File: config.mk
export PLATFORM = sky130hd
export DESIGN_NAME = cache_ctrl_fsm
export DESIGN_NICKNAME = d
export VERILOG_FILES = /design/src/rtl/cache_ctrl_fsm.sv
export SDC_FILE = /design/constraint.sdc
export NUM_CORES = 1
export LEC_CHECK = 0
export CAP_MARGIN = 0
export CORE_AREA = 5 5 42 44
export CTS_BUF_LIST = sky130_fd_sc_hd__clkbuf_4
export DETAILED_ROUTE_END_ITERATION = 10
export DIE_AREA = 0 0 47 49
export SYNTH_ARGS = -nofsm -noshare
export SYNTH_HDL_FRONTEND = slang
export SYNTH_SLANG_ARGS = --single-unit
File: constraint.sdc
create_clock -name clk -period 1.7 [get_ports clk]
set_input_delay 0.34 -clock clk [delete_from_list [all_inputs] [get_ports clk]]
set_output_delay 0.34 -clock clk [all_outputs]
set_load 0.01 [all_outputs]
File: src/rtl/cache_ctrl_fsm.sv
// Miss-handling controller for a direct-mapped write-back data cache.
// Optional hit/miss counters are built when CACHE_PERF_CNT_EN is defined.
module cache_ctrl_fsm #(
    parameter  int BEATS = 4,
    localparam int CW    = (BEATS > 1) ? $clog2(BEATS) : 1
) (
    input  logic          clk,
    input  logic          rst_n,
    input  logic          cpu_rd,
    input  logic          cpu_wr,
    input  logic          hit,
    input  logic          dirty,
    input  logic          mem_ready,
    output logic          stall,
    output logic          replace_tag,
    output logic          valid_in,
    output logic          dirty_in,
    output logic          data_we,
    output logic          data_sel,
    output logic          mem_rd_req,
    output logic          mem_wr_req,
`ifdef CACHE_PERF_CNT_EN
    output logic [31:0]   hit_cnt,
    output logic [31:0]   miss_cnt,
`endif
    output logic [CW-1:0] beat_cnt
);

    // state      | meaning
    // IDLE       | serve hits combinationally, detect misses
    // WRITE_BACK | stream the dirty victim line out to memory
    // ALLOCATE   | fill the line from memory, write tag on last beat
    // UPDATE     | one bubble so the held request re-evaluates as a hit
    typedef enum logic [1:0] {
        IDLE       = 2'd0,
        WRITE_BACK = 2'd1,
        ALLOCATE   = 2'd2,
        UPDATE     = 2'd3
    } state_t;

    localparam logic [CW-1:0] LAST_BEAT = CW'(BEATS - 1);

    state_t        r_state;
    state_t        w_state_nxt;
    logic [CW-1:0] r_beat;
    logic [CW-1:0] w_beat_nxt;
    logic          w_req;
    logic          w_last;

    assign w_req    = cpu_rd | cpu_wr;
    assign w_last   = (r_beat == LAST_BEAT);
    assign beat_cnt = r_beat;

    always_ff @(posedge clk or negedge rst_n) begin
        if (!rst_n) begin
            r_state <= IDLE;
            r_beat  <= '0;
        end else begin
            r_state <= w_state_nxt;
            r_beat  <= w_beat_nxt;
        end
    end

    always_comb begin
        w_state_nxt = r_state;
        w_beat_nxt  = r_beat;
        stall       = 1'b0;
        replace_tag = 1'b0;
        valid_in    = 1'b0;
        dirty_in    = 1'b0;
        data_we     = 1'b0;
        data_sel    = 1'b0;
        mem_rd_req  = 1'b0;
        mem_wr_req  = 1'b0;
        case (r_state)
            IDLE: begin
                if (w_req) begin
                    if (hit) begin
                        // a store wins when both requests are high
                        if (cpu_wr) begin
                            data_we     = 1'b1;
                            replace_tag = 1'b1;
                            valid_in    = 1'b1;
                            dirty_in    = 1'b1;
                        end
                    end else begin
                        stall       = 1'b1;
                        w_beat_nxt  = '0;
                        w_state_nxt = dirty ? WRITE_BACK : ALLOCATE;
                    end
                end
            end
            WRITE_BACK: begin
                stall      = 1'b1;
                mem_wr_req = 1'b1;
                if (mem_ready) begin
                    if (w_last) begin
                        w_beat_nxt  = '0;
                        w_state_nxt = ALLOCATE;
                    end else begin
                        w_beat_nxt = r_beat + 1'b1;
                    end
                end
            end
            ALLOCATE: begin
                stall      = 1'b1;
                mem_rd_req = 1'b1;
                if (mem_ready) begin
                    data_we  = 1'b1;
                    data_sel = 1'b1;
                    if (w_last) begin
                        replace_tag = 1'b1;
                        valid_in    = 1'b1;
                        w_beat_nxt  = '0;
                        w_state_nxt = UPDATE;
                    end else begin
                        w_beat_nxt = r_beat + 1'b1;
                    end
                end
            end
            UPDATE: begin
                stall       = 1'b1;
                w_state_nxt = IDLE;
            end
            default: w_state_nxt = IDLE;
        endcase
        // IDLE hit path is combinational, so silence it while reset is held
        if (!rst_n) begin
            stall       = 1'b0;
            replace_tag = 1'b0;
            valid_in    = 1'b0;
            dirty_in    = 1'b0;
            data_we     = 1'b0;
            data_sel    = 1'b0;
            mem_rd_req  = 1'b0;
            mem_wr_req  = 1'b0;
        end
    end

`ifdef CACHE_PERF_CNT_EN
    always_ff @(posedge clk or negedge rst_n) begin
        if (!rst_n) begin
            hit_cnt  <= '0;
            miss_cnt <= '0;
        end else if (r_state == IDLE && w_req) begin
            if (hit) hit_cnt  <= hit_cnt + 32'd1;
            else     miss_cnt <= miss_cnt + 32'd1;
        end
    end
`endif

endmodule

==> metrics.md, run 1 <==
| Metric | Value |
|---|---|
| R2R depth | `7` |
| Vias after detailed routing | `476` |
| Leading area contributor after synthesis | `dfrtp_1` |
| Gr usage total | `0.107` |
| Clock latency on the worst-skew pair | `0.23 ns` |
| CTS Buffer Depth | `2` |
| CTS tree | `built` |
| Final Critical Period | `1.70 ns` |
| Crit Path Class | `flip-flop to primary output` |
| CP startpoint | `r_state[0]` |
| Area grow syn2layout | `70.0%` |
| Root Buffer | `clkbuf_4` |
| Worst setup SP type | `flip-flop` |
| # H-tree levels | `1` |
| # DRC | `0` |
| R2R Path End | `r_state[0]` |
| Net count, final | `99` |
| Critical Path End Type | `primary output` |
| Detailed router's first-iteration violation count | `7` |
| R2R Setup Slk | `0.07 ns` |
| Final Cycle Share | `0.998` |
| Cell area power density | `1720 nW/um2` |
| Synth warn | `0` |
| Syn Area/Cell | `8.76 um2` |
| Top-area cell type share of the netlist area | `0.233` |
| Worst Path Max Fanout | `4` |
| Hold Buf Count CTS | `0` |
| Starting Density | `0.306` |
| Core box area | `1400 um2` |
| Slew headroom | `0.828` |
| Routed Antenna Nets | `0` |
| Fmax | `around 0.59 GHz` |
| CTS buffer count | `3` |
| RePlAce Congestion | `0.735` |
| Max-slew violations | `0` |
| HPWL after detailed placement | `about 940 um` |
| Die ar. | `2300 um2` |
| Die Span Y | `around 50 um` |
| Routed WL per cell | `between 10 and 15 um` |
| Synth unique cells | `22` |
| # diodes | `0` |
| Standard-cell rows | `14` |
| Status | `completed` |
| Least-Margin Pin Slew | `0.258 ns` |
| WP data arrival | `approximately 1.4 ns` |
| Global route total overflow | `0` |
| Main area contributors after synthesis | `dfrtp_1 23%, ha_1 20%, mux2i_1 7.0%` |
| Maximum VDD drop | `0.927 mV` |
| Routed wire length | `1140 um` |
| Synth Instances | `49` |
| Seq/Total Area, Yosys | `0.233` |
| Worst Skew | `about 0.000042 ns` |
| RSZ-0062 raised after global routing | `yes` |
| Reg clk slew, reported paths | `0.03 ns` |
| Layout cell share with drive strength beyond 1 | `0.446` |
| DR vias/cell | `4.81` |
| IO buf count | `16` |
| Leak | `0.380 nW` |
| Endpoints failing hold | `0` |
| Die width | `47 um` |
| Initial antenna violation count | `0` |
| Vias in the first global route | `462` |
| First-pass GRT wire length | `approximately 1800 um` |
| Layout Utilization | `0.521` |
| CP Capture Point | `data_sel` |
| Total power | `~0.0013 W` |
| Post-Syn Nets | `63` |
| Ports | `17` |
| CTS Sinks | `4` |
| Synthesized area | `about 430 um2` |
| Hold Crit Class | `primary input to async pin` |
| Max Cap Viol | `0` |
| Setup violators final | `0` |
| Reg-to-reg critical path startpoint | `r_state[1]` |
| Worst Path Required | `1.36 ns` |
| DRT Pass-1 Iters | `4` |
| Post-synthesis sequential element count | `4` |
| Largest net degree at the start of global routing | `7` |
[where the power goes]
| group | switching [W] | internal (W) | total, W |
|---|---|---|---|
| Clock | 0.0000332 | 0.0000786 | 0.000112 |
| Combinational | 0.000428 | 0.000539 | 0.000967 |
| Sequential | 0.0000296 | 0.000148 | 0.000177 |
[state kept, by name, indices dropped and copies added (netlist names)]
name      count
r_state       2
beat_cnt      2
[layer usage]
| layer | up-vias | track usage | wire, um |
|---|---|---|---|
| met4 | 0 | 0.0415 | 0 |
| met2 | 9 | 0.176 | 550 |
| met3 | 0 | 0.0258 | 73 |
| met5 | - | 0 | 0 |
| li1 | 247 | - | - |
| met1 | 220 | 0.126 | 512 |
[cell families after synthesis]
logic type,count (synthesis),synth area share
flops,4,0.233
compound gates,12,0.233
simple gates,15,0.178
buf+inv,8,0.0816
mux,3,0.0700
fa+ha+maj,7,0.204
[through the flow]
stage,cells,setup WS (ns),instance area [um2],setup TNS [ns],hold WS [ns]
finish,99,0.00276,729,0,0.244
detailed placement,95,-0.430,717,-3.34,0.661
global route,99,-0.0676,729,-0.253,0.253
CTS,98,0.00294,722,0,0.219
global placement,95,-0.410,717,-3.22,0.672
floorplan,49,0.127,429,0,0.0444
[worst min path at each step]
stage / depth (start not counted) / from / endpoint
after floorplan: 0 / rst_n / beat_cnt[0]
after global routing: 2 / rst_n / r_state[1]
after global placement: 2 / beat_cnt[0] / beat_cnt[0]
after detailed placement: 2 / beat_cnt[0] / beat_cnt[0]
after CTS: 2 / rst_n / r_state[1]
final: 2 / rst_n / r_state[1]
[cell usage in the layout, fill, tap and decap left out, types with 2 or more instances in the layout]
cell | netlist | layout
ha_2 | 0 | 2
ha_1 | 7 | 5
mux2i_1 | 3 | 2
buf_4 | 1 | 17
o21ai_0 | 4 | 2
and2_1 | 2 | 2
dfrtp_1 | 4 | 4
clkbuf_2 | 1 | 3
clkbuf_4 | 0 | 3
a221o_1 | 2 | 2
clkdlybuf4s50_1 | 0 | 7
nand2_1 | 7 | 7
inv_1 | 6 | 5
buf_2 | 0 | 4
[worst max-delay path, cell delays in order, from the launching register on]
cell and delay, ns:
dfrtp_1 0.38, inv_2 0.10, ha_2 0.18, and3_4 0.17
buf_4 0.09, clkdlybuf4s15_2 0.21
[cells in the mapped netlist (all sizes together)]
master and n:
o21bai 1, nor4 1, nand2 7, dfrtp 4
a221o 2, nand2b 1, a222oi 1, a22o 1
and2 2, nand3 1, buf 1, a21boi 1
o22ai 1, nand4 1, ha 7, o31ai 1
and3 2, mux2i 3, inv 6, o21ai 4
clkbuf 1
[final cells by class]
cell class | instances | area (um2)
clock buffer | 3 | 22.5
fill | 146 | 672
inverter | 6 | 22.5
multi-input combinational | 37 | 312
sequential | 4 | 100
tap | 16 | 20.0
timing repair buffer | 33 | 253
[timing repair]
action	in CTS	in global routing
setup buffers	0	1
resized for setup	32	7
pin swaps	0	1
hold endpoints to repair	0	0
endpoints found under the setup margin	8	8
(Power assumes the default switching activity.)
==> run 2, diff against run 1 <==
--- a/config.mk
+++ b/config.mk
@@ -10,6 +10,7 @@
 export CTS_BUF_LIST = sky130_fd_sc_hd__clkbuf_4
 export DETAILED_ROUTE_END_ITERATION = 10
 export DIE_AREA = 0 0 47 49
+export GPL_ROUTABILITY_DRIVEN = 0
 export SYNTH_ARGS = -nofsm -noshare
 export SYNTH_HDL_FRONTEND = slang
 export SYNTH_SLANG_ARGS = --single-unit
==> results of run 2 <==
Final layout, timing and power as in run 1 (identical DEF).
